**config.mk**
```make
export PLATFORM = sky130hd
export DESIGN_NAME = fp_classify_unit_flat
export DESIGN_NICKNAME = d
export VERILOG_FILES = /design/src/rtl/fp_classify_unit_if.sv /design/src/rtl/fp_classify_unit.sv /design/src/flat_wrapper.sv
export SDC_FILE = /design/constraint.sdc
export NUM_CORES = 1
export LEC_CHECK = 0
export BUFFER_PORTS_ARGS = -buffer_cell sky130_fd_sc_hd__buf_2
export CAP_MARGIN = 20
export CORE_MARGIN = 3
export CORE_UTILIZATION = 35
export CTS_BUF_LIST = sky130_fd_sc_hd__clkbuf_16
export CTS_CLUSTER_DIAMETER = 150
export DETAILED_ROUTE_END_ITERATION = 8
export HOLD_SLACK_MARGIN = 0.08
export MAX_ROUTING_LAYER = met4
export PLACE_DENSITY = 0.76
export SLEW_MARGIN = 25
export SYNTH_ARGS = -nofsm -noshare
export SYNTH_HDL_FRONTEND = slang
export SYNTH_SLANG_ARGS = --single-unit
```
**constraint.sdc**
```tcl
create_clock -name CLK -period 1.5 [get_ports CLK]
set_input_delay 0 -clock CLK [delete_from_list [all_inputs] [get_ports CLK]]
set_output_delay 0 -clock CLK [all_outputs]
set_load 0.005 [all_outputs]
```
**src/rtl/fp_classify_unit_if.sv**
```systemverilog
// Operand/result handshake bundle for fp_classify_unit.
// slave is the classifier side, master is the producer/consumer side.
interface fp_classify_unit_if #(
    parameter int TAG_W = 5
);
    logic             IN_VALID;
    logic             IN_READY;
    logic [63:0]      INPUT_1;
    logic             SP_DP;
    logic [TAG_W-1:0] IN_TAG;
    logic             OUT_VALID;
    logic             OUT_READY;
    logic [63:0]      OUTPUT;
    logic [TAG_W-1:0] OUT_TAG;

    modport slave (
        input  IN_VALID, INPUT_1, SP_DP, IN_TAG, OUT_READY,
        output IN_READY, OUT_VALID, OUTPUT, OUT_TAG
    );

    modport master (
        output IN_VALID, INPUT_1, SP_DP, IN_TAG, OUT_READY,
        input  IN_READY, OUT_VALID, OUTPUT, OUT_TAG
    );
endinterface

```
**src/rtl/fp_classify_unit.sv**
```systemverilog
// Two-stage valid/ready FP classifier: S1 decodes SP/DP fields, S2 produces
// the one-hot 10-bit class mask (fclass encoding), zero-extended to 64 bits.
module fp_classify_unit #(
    parameter int TAG_W = 5
) (
    input  logic               CLK,
    input  logic               RST,
    input  logic               FLUSH,
    fp_classify_unit_if.slave  bus
);

    typedef struct packed {
        logic sign;
        logic exp_ones;
        logic exp_zero;
        logic frac_zero;
        logic frac_msb;
    } fields_t;

    logic             s1_vld_q, s1_vld_d;
    fields_t          s1_f_q, s1_f_d;
    logic [TAG_W-1:0] s1_tag_q, s1_tag_d;
    logic             s2_vld_q, s2_vld_d;
    logic [9:0]       s2_mask_q, s2_mask_d;
    logic [TAG_W-1:0] s2_tag_q, s2_tag_d;

    logic    s2_load, in_ready, accept;
    fields_t dec;
    logic [9:0] mask;

    assign s2_load  = ~s2_vld_q | bus.OUT_READY;
    assign in_ready = ~RST & ~FLUSH & (~s1_vld_q | s2_load);
    assign accept   = bus.IN_VALID & in_ready;

    // An SP value not NaN-boxed in the upper word reads as canonical qNaN.
    always_comb begin
        dec = '0;
        if (bus.SP_DP) begin
            dec.sign      = bus.INPUT_1[63];
            dec.exp_ones  = &bus.INPUT_1[62:52];
            dec.exp_zero  = ~|bus.INPUT_1[62:52];
            dec.frac_zero = ~|bus.INPUT_1[51:0];
            dec.frac_msb  = bus.INPUT_1[51];
        end else if (!(&bus.INPUT_1[63:32])) begin
            dec.exp_ones  = 1'b1;
            dec.frac_msb  = 1'b1;
        end else begin
            dec.sign      = bus.INPUT_1[31];
            dec.exp_ones  = &bus.INPUT_1[30:23];
            dec.exp_zero  = ~|bus.INPUT_1[30:23];
            dec.frac_zero = ~|bus.INPUT_1[22:0];
            dec.frac_msb  = bus.INPUT_1[22];
        end
    end

    always_comb begin
        mask = '0;
        if (s1_f_q.exp_ones) begin
            if (s1_f_q.frac_zero)     mask[s1_f_q.sign ? 0 : 7] = 1'b1;
            else if (s1_f_q.frac_msb) mask[9] = 1'b1;
            else                      mask[8] = 1'b1;
        end else if (s1_f_q.exp_zero) begin
            if (s1_f_q.frac_zero)     mask[s1_f_q.sign ? 3 : 4] = 1'b1;
            else                      mask[s1_f_q.sign ? 2 : 5] = 1'b1;
        end else begin
            mask[s1_f_q.sign ? 1 : 6] = 1'b1;
        end
    end

    always_comb begin
        s1_vld_d  = s1_vld_q;
        s1_f_d    = s1_f_q;
        s1_tag_d  = s1_tag_q;
        s2_vld_d  = s2_vld_q;
        s2_mask_d = s2_mask_q;
        s2_tag_d  = s2_tag_q;

        if (accept) begin
            s1_f_d   = dec;
            s1_tag_d = bus.IN_TAG;
        end
        if (s2_load && s1_vld_q) begin
            s2_mask_d = mask;
            s2_tag_d  = s1_tag_q;
        end

        // FLUSH wins over both the accept and the S1->S2 transfer.
        if (FLUSH) begin
            s1_vld_d = 1'b0;
            s2_vld_d = 1'b0;
        end else begin
            if (accept)       s1_vld_d = 1'b1;
            else if (s2_load) s1_vld_d = 1'b0;
            if (s2_load)      s2_vld_d = s1_vld_q;
        end
    end

    always_ff @(posedge CLK or posedge RST) begin
        if (RST) begin
            s1_vld_q  <= 1'b0;
            s1_f_q    <= '0;
            s1_tag_q  <= '0;
            s2_vld_q  <= 1'b0;
            s2_mask_q <= '0;
            s2_tag_q  <= '0;
        end else begin
            s1_vld_q  <= s1_vld_d;
            s1_f_q    <= s1_f_d;
            s1_tag_q  <= s1_tag_d;
            s2_vld_q  <= s2_vld_d;
            s2_mask_q <= s2_mask_d;
            s2_tag_q  <= s2_tag_d;
        end
    end

    assign bus.IN_READY  = in_ready;
    assign bus.OUT_VALID = s2_vld_q;
    assign bus.OUTPUT    = s2_vld_q ? {54'b0, s2_mask_q} : 64'h0;
    assign bus.OUT_TAG   = s2_tag_q;

endmodule

```
**src/flat_wrapper.sv**
```systemverilog
// flat-port wrapper written by rule: the top's interface ports become plain ports
module fp_classify_unit_flat 
#(
    parameter int TAG_W = 5
)
  (CLK, RST, FLUSH, bus_IN_VALID, bus_INPUT_1, bus_SP_DP, bus_IN_TAG, bus_OUT_READY, bus_IN_READY, bus_OUT_VALID, bus_OUTPUT, bus_OUT_TAG);
  fp_classify_unit_if #(.TAG_W(TAG_W)) bus_i ();
  input  logic CLK;
  input  logic RST;
  input  logic FLUSH;
  input wire logic [$bits(bus_i.IN_VALID)-1:0] bus_IN_VALID;
  input wire logic [$bits(bus_i.INPUT_1)-1:0] bus_INPUT_1;
  input wire logic [$bits(bus_i.SP_DP)-1:0] bus_SP_DP;
  input wire logic [$bits(bus_i.IN_TAG)-1:0] bus_IN_TAG;
  input wire logic [$bits(bus_i.OUT_READY)-1:0] bus_OUT_READY;
  output wire logic [$bits(bus_i.IN_READY)-1:0] bus_IN_READY;
  output wire logic [$bits(bus_i.OUT_VALID)-1:0] bus_OUT_VALID;
  output wire logic [$bits(bus_i.OUTPUT)-1:0] bus_OUTPUT;
  output wire logic [$bits(bus_i.OUT_TAG)-1:0] bus_OUT_TAG;
  assign bus_i.IN_VALID = bus_IN_VALID;
  assign bus_i.INPUT_1 = bus_INPUT_1;
  assign bus_i.SP_DP = bus_SP_DP;
  assign bus_i.IN_TAG = bus_IN_TAG;
  assign bus_i.OUT_READY = bus_OUT_READY;
  assign bus_IN_READY = bus_i.IN_READY;
  assign bus_OUT_VALID = bus_i.OUT_VALID;
  assign bus_OUTPUT = bus_i.OUTPUT;
  assign bus_OUT_TAG = bus_i.OUT_TAG;
  fp_classify_unit #(.TAG_W(TAG_W)) u_core (.CLK(CLK), .RST(RST), .FLUSH(FLUSH), .bus(bus_i));
endmodule
```
[Word level (Yosys, flattened, before mapping)]
Cells that the tools add are included.
Cells by class
  $lt $le $gt $ge: 8
  multiplexer cells: 30
  bitwise gates (word level): 9
  reductions and logical operators: 18
Operators by type and width (number)
  $ge A32 B1 Y1 const B: 4
  $lt A32 B6 Y1 const B: 4
  $reduce_or A52 Y1: 1
  $mux W10: 4
  $reduce_and A32 Y1: 1
  $reduce_or A23 Y1: 1
  $demux W1 S4: 4
  $mux W1: 14
  $mux W3: 4
  $reduce_and A11 Y1: 1
  $reduce_or A11 Y1: 1
  $mux W8: 1
  $reduce_and A8 Y1: 1
  $reduce_or A8 Y1: 1
  $logic_and A1 B1 Y1: 5
  $mux W5: 1
  $logic_not A1 Y1: 4
  $mux W2: 2
  $not A1 Y1: 4
  $and A1 B1 Y1: 3
  $reduce_bool A3 Y1: 1
  $or A1 B1 Y1: 2
  $reduce_bool A2 Y1: 1
Word-level totals
  register bits after elaboration: 27
  input port bits: 75
  output and inout port bits: 71
  logic and storage cells: 75

[Depth between registers and ports, before layout]
Gate-level depths: netlist of run 1.
  depth after elaboration: 8
  depth in mapped cells: 6
  gate-level depth less buffers: 5

[Worst setup path after synthesis of run 1]
Ideal clock, no wire load.
  path kind: reg2reg
  start: register u_core.s2_vld_q (netlist: u_core.bus.OUT_VALID)
  end: register u_core.s1_tag_q[2]
  setup time: 125 ps
  data arrival time: 1568 ps
  required time: 1375 ps
  setup slack: -192 ps
  cell stages (with the launch flop): 6
  buffers on the path: 1
  period minus slack after synthesis: 1692 ps
  cells stage by stage: dfrtp_1 -> nor2b_1 -> a211oi_1 -> nand2_1 -> clkbuf_1 -> mux2_2
On the way
  cells in the longest elaborated chain, start to end: 5
RTL lines
  start, declared: line fp_classify_unit.sv:23  | logic s2_vld_q, s2_vld_d;
  start signal, assigned: line fp_classify_unit.sv:110  | s2_vld_q <= s2_vld_d;
  $not A1 Y1: line fp_classify_unit.sv:31  | assign s2_load = ~s2_vld_q | bus.OUT_READY;
  $or A1 B1 Y1: line fp_classify_unit.sv:31
  $or A1 B1 Y1: line fp_classify_unit.sv:32  | assign in_ready = ~RST & ~FLUSH & (~s1_vld_q | s2_load);
  $and A1 B1 Y1: line fp_classify_unit.sv:32
  net bus_IN_READY: line flat_wrapper.sv:16  | output wire logic [$bits(bus_i.IN_READY)-1:0] bus_IN_READY;
  $and A1 B1 Y1: line fp_classify_unit.sv:33  | assign accept = bus.IN_VALID & in_ready;
  end signal, assigned: line fp_classify_unit.sv:109  | s1_tag_q <= s1_tag_d;
  end, declared: line fp_classify_unit.sv:22  | logic [TAG_W-1:0] s1_tag_q, s1_tag_d;
The timed path passes the listed nets, and every way through them passes these cells.
A chain may end at the register's enable or synchronous reset.

[Worst setup path after layout of run 1]
  start: register u_core.s2_vld_q (netlist: u_core.bus.OUT_VALID)
  end: register u_core.s1_tag_q[1]
On the way
  cells in the longest elaborated chain, start to end: 5
RTL lines (line)
  $not A1 Y1: fp_classify_unit.sv:31
  $or A1 B1 Y1: fp_classify_unit.sv:31
  $or A1 B1 Y1: fp_classify_unit.sv:32
  $and A1 B1 Y1: fp_classify_unit.sv:32
  $and A1 B1 Y1: fp_classify_unit.sv:33
Every way passes these cells.

==> summary.md, run 1 <==
| Metric | Value |
|---|---|
| Worst R2R Start | `u_core.bus.OUT_VALID` |
| Required time worst endpoint | `between 1500 and 2000 ps` |
| Synth area leaders | `dfrtp_1, buf_4, mux2_2` |
| Largest area contributor in the netlist | `dfrtp_1` |
| Placed Area | `2190 sq um` |
| Class of the worst hold path | `in -> reg` |
| Final #Nets | `378` |
| PwrDens | `794 nW/um^2` |
| Ys flop type | `dfrtp_1` |
| Final ANT Viol Nets | `0` |
| Area growth syn-to-layout | `35.5%` |
| Reg2Reg Setup Slack | `50 ps` |
| First-pass GRT wire length | `7000 microns` |
| Ports | `approximately 150` |
| Critical Path End | `u_core.s1_tag_q[1]` |
| Achievable Freq | `0.689 GHz` |
| DRT Pass-1 Iters | `4` |
| Final setup viols | `0` |
| Outcome | `finished clean` |
| Synth cell types | `27` |
| Final worst path period need | `around 1500 ps` |
| DRC | `0` |
| CTS Root Cell | `clkbuf_16` |
| Die height | `77.4 microns` |
| FF-to-FF path depth | `4` |
| Total Routing Usage GR | `0.144` |
| Critical Path Source Type | `register` |
| Pleak | `1.25 nW` |
| Share of the synthesized area in the top cell type | `0.379` |
| Vias per cell | `4.48` |
| Register area share after synthesis | `0.379` |
| Final critical-path share of the clock period | `0.967` |
| Routability cong. | `0.796` |
| Routed WL per cell | `12.0 microns` |
| Syn_area_per_cell | `9.24 sq um` |
| H-tree levels | `1` |
| Reg clk slew, reported paths | `about 70 ps` |
| Most common cell in the synthesized netlist | `buf_4` |
| DP HPWL | `3580 microns` |
| Post-synth top cells | `buf_4, dfrtp_1, nand2_1, nor4_1` |
| Row count | `25` |
| Share of cells above drive strength 1 | `0.411` |
| CTS sink count | `27` |
| Total CTS buffers | `3` |
| Hold Slack | `89.0 ps` |
| Crit Path Max Fanout | `8` |
| Syn. warnings | `0` |
| Largest net degree at the start of global routing | `28` |
| Worst VDD drop | `0.460 mV` |
| Post-Route WL | `4440 microns` |
| #FFs+latches synth | `27` |
| Synth async-reset ratio | `1.00` |
| Ant diodes | `0` |
| Fin. max-slew vios | `0` |
| Core Footprint | `4820 sq um` |
| Initial antenna violation count | `0` |
| # port buffers | `91` |
| Grt ovf | `0` |
| Starting density of the core | `0.370` |
| CTS tree | `built` |
| Number of global-route vias before repair | `1582` |
| Max Cap Viol | `0` |
| Die Area | `5990 sq um` |
| Crit Path Class | `reg -> reg` |
| FF-to-FF End | `u_core.s1_tag_q[1]` |
| Worst Skew | `4.74 ps` |
| Via count | `between 1500 and 2000` |
| Pwr Total | `1.92 mW` |
| Hold Fails Final Rpt | `0` |
| CP endpoint kind | `register` |
| Crit path DAT | `1590 ps` |
| EDFF count, synth | `0` |
| DR iter-0 viols | `82` |
| Clock Path Buffers | `2` |
| Area of the mapped netlist | `1780 sq um` |
| Clk_lat worst skew | `260 ps` |
| Die width | `a little under 80 microns` |
| Final core utilization | `0.502` |
| Fin Setup TNS | `0 ps` |
| Crit. Startpoint | `u_core.bus.OUT_VALID` |
| Design area | `2420 sq um` |
| Post-synthesis cell count | `~190` |
## cells by family (layout without fill, tap and decap cells)
| group | count (synthesis) | in the layout | share of synthesized area |
|---|---|---|---|
| multiplexers | 11 | 11 | 0.0694 |
| other | 1 | 54 | 0.00210 |
| AND/OR/NAND/NOR | 69 | 70 | 0.213 |
| buffers and inverters | 64 | 119 | 0.248 |
| AO/OA/AOI/OAI | 21 | 21 | 0.0884 |
| flip-flops | 27 | 27 | 0.379 |
## power by group
part / internal [mW] / switching, mW
combinational: 0.226 / 0.200
clock: 0.359 / 0.237
sequential: 0.836 / 0.0608
## cell type report
cell class / count / area (sq um)
repair buffers: 110 / 633
multi-input cells: 156 / 926
fillers: 490 / 2400
flip-flops and latches: 27 / 676
clock buffers: 3 / 75.1
clock inverters: 1 / 5.00
well taps: 67 / 83.8
inverters: 5 / 18.8
## stage by stage
step / std cells / setup WS (ps)
floorplan: 246 / 4.39
global placement: 354 / -120
detailed placement: 354 / -123
CTS: 367 / 6.17
global route: 369 / -20.5
finish: 369 / 48.9
## how the worst min path moves through the flow
stage / from / to / slack [ps] / depth (start not counted)
2_1_floorplan: RST / bus_IN_READY / 30 / 1
3_3_place_gp: RST / u_core.s1_vld_q / 90 / 3
3_5_place_dp: RST / u_core.s1_f_q[1] / 100 / 3
4_1_cts: bus_INPUT_1[63] / u_core.s1_f_q[4] / 80 / 3
5_1_grt: bus_INPUT_1[63] / u_core.s1_f_q[4] / 140 / 3
6_report: bus_INPUT_1[63] / u_core.s1_f_q[4] / 90 / 3
## state kept, by name, summed over array words and instances, names as in the netlist
name / flops
u_core.s1_f_q: 5
u_core.s2_mask_q: 10
u_core.s1_vld_q: 1
u_core.bus.OUT_VALID: 1
u_core.s1_tag_q: 5
u_core.bus.OUT_TAG: 5
## per-layer routing
metal	GRT usage	part of all wire
met1	0.165	0.38
met3	0.0325	0.085
met5	-	0
met4	0.0302	0.0038
met2	0.257	0.53
## critical path: stages (launching register included)
cell,delay (ps)
dfrtp_1,380
nor2b_4,140
a211oi_4,320
nand2_4,170
mux2_4,320
## layout by cell type, fill, tap and decap left out
cell,count
nand2b_1,1
nand4b_1,1
dlygate4sd3_1,9
nand2_1,15
clkbuf_16,3
dfrtp_1,27
o41ai_1,7
nand2_2,1
nand3_1,4
inv_1,5
o22ai_1,1
buf_2,91
a22oi_1,1
a211oi_4,1
nor4_2,1
and2_1,10
mux2_4,1
a21oi_1,1
nand2b_2,1
nor2b_4,1
buf_4,9
buf_12,1
nor3_2,1
nor3_1,2
clkinv_2,1
nand2_4,1
nor2_1,4
a2111oi_4,1
nor4_1,14
conb_1,54
nand4_1,11
or4_1,2
a22o_1,2
o21ai_0,6
mux2_2,10
a21o_1,1
## repair_timing
item                                    4_1_cts  5_1_grt
endpoints found under the hold margin        34        0
endpoints found under the setup margin        0       11
hold buffers                                  9        0
gates resized for setup                       0        7
buffers inserted                              0        1
Note: power is estimated with default switching activity, not from simulation.
==> run 2, diff against run 1 <==
Settings changed: SETUP_SLACK_MARGIN set to 0.05.
==> summary.md, run 2 (same netlist as run 1, synthesis figures left out) <==
| Metric | Value |
|---|---|
| Outcome | `finished clean` |
| Pwr Total | `1.90 mW` |
| Ports | `146` |
| DRC | `0` |
| Fin. max-slew vios | `0` |
| Worst Skew | `3.40 ps` |
| Achievable Freq | `0.713 GHz` |
| Via count | `1614` |
| Ant diodes | `0` |
| Core Footprint | `4820 sq um` |
| Class of the worst hold path | `in -> reg` |
| Reg clk slew, reported paths | `60 ps` |
| RSZ-0062 raised after global routing | `true` |
| CTS tree | `built` |
| H-tree levels | `1` |
| Flop pwr share | `0.473` |
| Grt ovf | `0` |
| Clock Power Share | `0.306` |
| Final worst path period need | `1400 ps` |
| Row count | `25` |
| Final critical-path share of the clock period | `0.935` |
| Sw Ratio | `0.256` |
| Max Cap Viol | `0` |
| Total Routing Usage GR | `0.136` |
| Routability cong. | `0.736` |
| Starting density of the core | `0.370` |
| Routed WL per cell | `between 10 and 15 microns` |
| # port buffers | `91` |
| Largest net degree at the start of global routing | `28` |
| Final setup viols | `0` |
| Max reg flops | `10` |
| DR iter-0 viols | `51` |
| Logic gate share of total power | `0.221` |
| Crit path DAT | `1550 ps` |
| CP endpoint kind | `register` |
| Crit Path Class | `reg -> reg` |
| Initial antenna violation count | `0` |
| Clock Path Buffers | `2` |
| Most common cell after layout, fill and taps aside | `buf_2` |
| CTS Root Cell | `clkbuf_16` |
| Number of global-route vias before repair | `1519` |
| Share of cells above drive strength 1 | `0.412` |
| Final #Nets | `377` |
| Required time worst endpoint | `1650 ps` |
| Placed Area | `2180 sq um` |
| Critical Path Source Type | `register` |
| Pleak | `around 1.2 nW` |
| Largest Register | `u_core.s2_mask_q` |
| Crit Path Max Fanout | `14` |
| Total CTS buffers | `3` |
| Hold Fails Final Rpt | `0` |
| Final ANT Viol Nets | `0` |
| Area growth syn-to-layout | `33.7%` |
| Worst VDD drop | `0.514 mV` |
| Post-Route WL | `~4200 microns` |
| DRT Pass-1 Iters | `4` |
| Clk_lat worst skew | `approximately 250 ps` |
| DP HPWL | `3590 microns` |
| First-pass GRT wire length | `6560 microns` |
| Commonest cells after routing, fill and taps aside | `buf_2, conb_1, dfrtp_1` |
| Die height | `77.4 microns` |
| PwrDens | `798 nW/um^2` |
| Die width | `~77 microns` |
| CTS sink count | `27` |
| Net switching power | `488 uW` |
| Vias per cell | `around 4.4` |
| Int Power | `1.42 mW` |
| Design area | `between 2000 and 2500 sq um` |
| Die Area | `5990 sq um` |
-- run 2: cell count changes in the layout (fill, tap and decap cells not counted), sizes merged --
| cell | delta |
|---|---|
| inv | +1 |
| nand2 | -1 |
| clkinv | -1 |
-- run 2: layer usage --
layer,vias to the layer above,global-route usage,wire length [microns]
met5,-,-,0
met3,2,0.0197,292
met2,77,0.245,2220
met4,0,0.0338,20
met1,730,0.158,1670
li1,805,-,-
-- run 2: power by group through the flow --
stage | Combinational, mW | Sequential, mW | Clock [mW]
6_report | 0.420 | 0.901 | 0.583
5_1_grt | 0.473 | 0.918 | 0.619
4_1_cts | 0.410 | 0.902 | 0.597
3_5_place_dp | 0.390 | 0.915 | 0
3_3_place_gp | 0.379 | 0.913 | 0
2_1_floorplan | 0.287 | 0.902 | 0
-- run 2: area by class of cell --
type,count,area (sq um)
repair buffers,110,621
well taps,67,83.8
clock buffers,3,75.1
fillers,440,2430
clock inverters,1,3.75
multi-input cells,155,908
flip-flops and latches,27,676
inverters,5,18.8
-- run 2: worst max-delay path: stages, from the launching register on --
cell and delay [ps]:
dfrtp_1 370, nor2b_4 140, a211oi_2 270, nand2_4 180, buf_4 170, a21o_1 160
-- run 2: timing repair --
item / in CTS / in global routing
pin swaps: 0 / 1
hold buffers: 9 / 0
setup buffers: 0 / 1
resized for setup: 2 / 3
setup endpoints to repair: 6 / 12
endpoints found under the hold margin: 34 / 0
-- run 2: worst paths after layout --
path | depth (start not counted) | slack (ps) | to | start
max reg2reg | 5 | 100 | u_core.s1_f_q[1] | u_core.bus.OUT_VALID
min | 3 | 90 | u_core.s1_f_q[4] | bus_INPUT_1[63]
max | 5 | 100 | u_core.s1_f_q[1] | u_core.bus.OUT_VALID
min in group asynchronous | 4 | 360 | u_core.s1_vld_q | RST
min reg2reg | 2 | 470 | u_core.s2_mask_q[4] | u_core.s2_mask_q[4]
max in group asynchronous | 4 | 890 | u_core.s2_mask_q[2] | RST
-- run 2: per-stage QoR --
step | cells | worst slack [ps] | hold WS [ps] | utilization | TNS [ps]
after global placement | 354 | -109 | 93.1 | 0.453 | -109
after CTS | 367 | 69.5 | 90.0 | 0.489 | 0
after floorplan | 246 | 38.6 | 26.6 | - | 0
after global routing | 368 | -11.6 | 120 | 0.495 | -18.4
after detailed placement | 354 | -152 | 95.8 | 0.453 | -152
final | 368 | 97.7 | 94.8 | 0.495 | 0
==> run 3, diff against run 2 <==
Settings changed: MAX_ROUTING_LAYER met4 to not set.
==> summary.md, run 3 (same netlist as run 1, synthesis figures left out) <==
| Metric | Value |
|---|---|
| CTS Root Cell | `clkbuf_16` |
| Initial antenna violation count | `0` |
| Row count | `25` |
| Routability cong. | `0.727` |
| CTS tree | `built` |
| DRT Pass-1 Iters | `4` |
| Class of the worst hold path | `in -> reg` |
| Crit Path Class | `reg -> reg` |
| Clk_lat worst skew | `250 ps` |
| Critical Path Source Type | `register` |
| Worst VDD drop | `~0.51 mV` |
| Vias per cell | `4.39` |
| Inst Count DP | `354` |
| Final ANT Viol Nets | `0` |
| Area growth syn-to-layout | `33.7%` |
| Placed Area | `approximately 2200 sq um` |
| PwrDens | `796 nW/um^2` |
| Final setup viols | `0` |
| Final worst path period need | `1400 ps` |
| Die width | `77.4 microns` |
| Worst Skew | `between 4 and 5 ps` |
| RSZ-0062 raised after global routing | `true` |
| CP endpoint kind | `register` |
| Max Cap Viol | `0` |
| DR iter-0 viols | `41` |
| Post-Route WL | `4190 microns` |
| Routed WL per cell | `roughly 11 microns` |
| Slowest CP cell | `dfrtp_1` |
| Total CTS buffers | `3` |
| Largest Register | `u_core.s2_mask_q` |
| Crit Path Max Fanout | `14` |
| Grt ovf | `0` |
| Required time worst endpoint | `1650 ps` |
| Post-Layout Cell Count | `around 370` |
| Ant diodes | `0` |
| Ports | `146` |
| First-pass GRT wire length | `roughly 6500 microns` |
| Hold Fails Final Rpt | `0` |
| Crit path DAT | `1550 ps` |
| CP max stage delay | `370 ps` |
| Achievable Freq | `0.713 GHz` |
| Commonest cells after routing, fill and taps aside | `buf_2, conb_1, dfrtp_1` |
| Crit-path cells | `nor2b_4 > a211oi_2 > nand2_4 > buf_4 > a21o_1` |
| Die height | `just under 80 microns` |
| Starting density of the core | `0.370` |
| H-tree levels | `1` |
| Max reg flops | `10` |
| # port buffers | `91` |
| Die Area | `5990 sq um` |
| Outcome | `finished clean` |
| Fin. max-slew vios | `0` |
| Largest net degree at the start of global routing | `28` |
| Reg clk slew, reported paths | `about 60 ps` |
| Final #Nets | `about 380` |
| Final critical-path share of the clock period | `0.935` |
| Most common cell after layout, fill and taps aside | `buf_2` |
| CTS sink count | `27` |
| Number of global-route vias before repair | `1522` |
| Share of cells above drive strength 1 | `0.412` |
| Total Routing Usage GR | `0.132` |
| DRC | `0` |
| Core Footprint | `~4800 sq um` |
| Clock Path Buffers | `2` |
| Via count | `between 1500 and 2000` |
| Design area | `between 2000 and 2500 sq um` |
| Pleak | `~1.2 nW` |
| DP HPWL | `3590 microns` |
[run 3: final timing paths]
check / startpoint / endpoint / slack (ps) / cells after the start
worst min register to register: u_core.s2_mask_q[4] / u_core.s2_mask_q[4] / 470 / 2
max in group asynchronous: RST / u_core.s2_mask_q[2] / 880 / 4
worst max register to register: u_core.bus.OUT_VALID / u_core.s1_f_q[1] / 100 / 5
min in group asynchronous: RST / u_core.s1_vld_q / 360 / 4
worst min-delay path: bus_INPUT_1[63] / u_core.s1_f_q[4] / 90 / 3
worst max-delay path: u_core.bus.OUT_VALID / u_core.s1_f_q[1] / 100 / 5
[run 3: power by group]
part           switching (mW)  internal [mW]  total [mW]
registers              0.0650          0.836       0.901
clock network           0.222          0.356       0.578
logic                   0.196          0.224       0.420
[run 3: cell type report]
| type | count | area, sq um |
|---|---|---|
| Multi-Input combinational cell | 155 | 908 |
| Clock buffer | 3 | 75.1 |
| Tap cell | 67 | 83.8 |
| Inverter | 5 | 18.8 |
| Sequential cell | 27 | 676 |
| Timing Repair Buffer | 110 | 621 |
| Clock inverter | 1 | 3.75 |
| Fill cell | 440 | 2430 |
[run 3: critical path, delay by kind of cell (launching register included)]
family	cells	cell delay, ps
flops	1	370
buf+inv	1	170
simple gates	2	320
compound gates	2	430
[run 3: per-stage QoR]
stage / worst slack, ps / setup TNS, ps / util / hold WS [ps] / power (mW)
floorplan: 38.6 / 0 / - / 26.6 / 1.19
global placement: -109 / -109 / 0.453 / 93.1 / 1.29
detailed placement: -152 / -152 / 0.453 / 95.8 / 1.30
CTS: 69.5 / 0 / 0.489 / 90.0 / 1.91
global route: -11.6 / -18.4 / 0.495 / 120 / 2.01
finish: 97.5 / 0 / 0.495 / 94.8 / 1.90
[run 3: layer usage]
metal  vias to the layer above  share of wire  wire length (microns)  GRT usage
met5                         -              0                      0          0
met4                         0         0.0048                     20     0.0338
met3                         2          0.070                    293     0.0220
met2                        77           0.53                   2240      0.245
met1                       731           0.39                   1640      0.156
li1                        805              -                      -          -
[run 3: timing repair]
action | CTS | global route
endpoints found under the hold margin | 34 | 0
pin swaps | 0 | 1
gates resized for setup | 2 | 3
hold buffers | 9 | 0
endpoints found under the setup margin | 6 | 12
gates cloned | 0 | 0
buffers inserted | 0 | 1
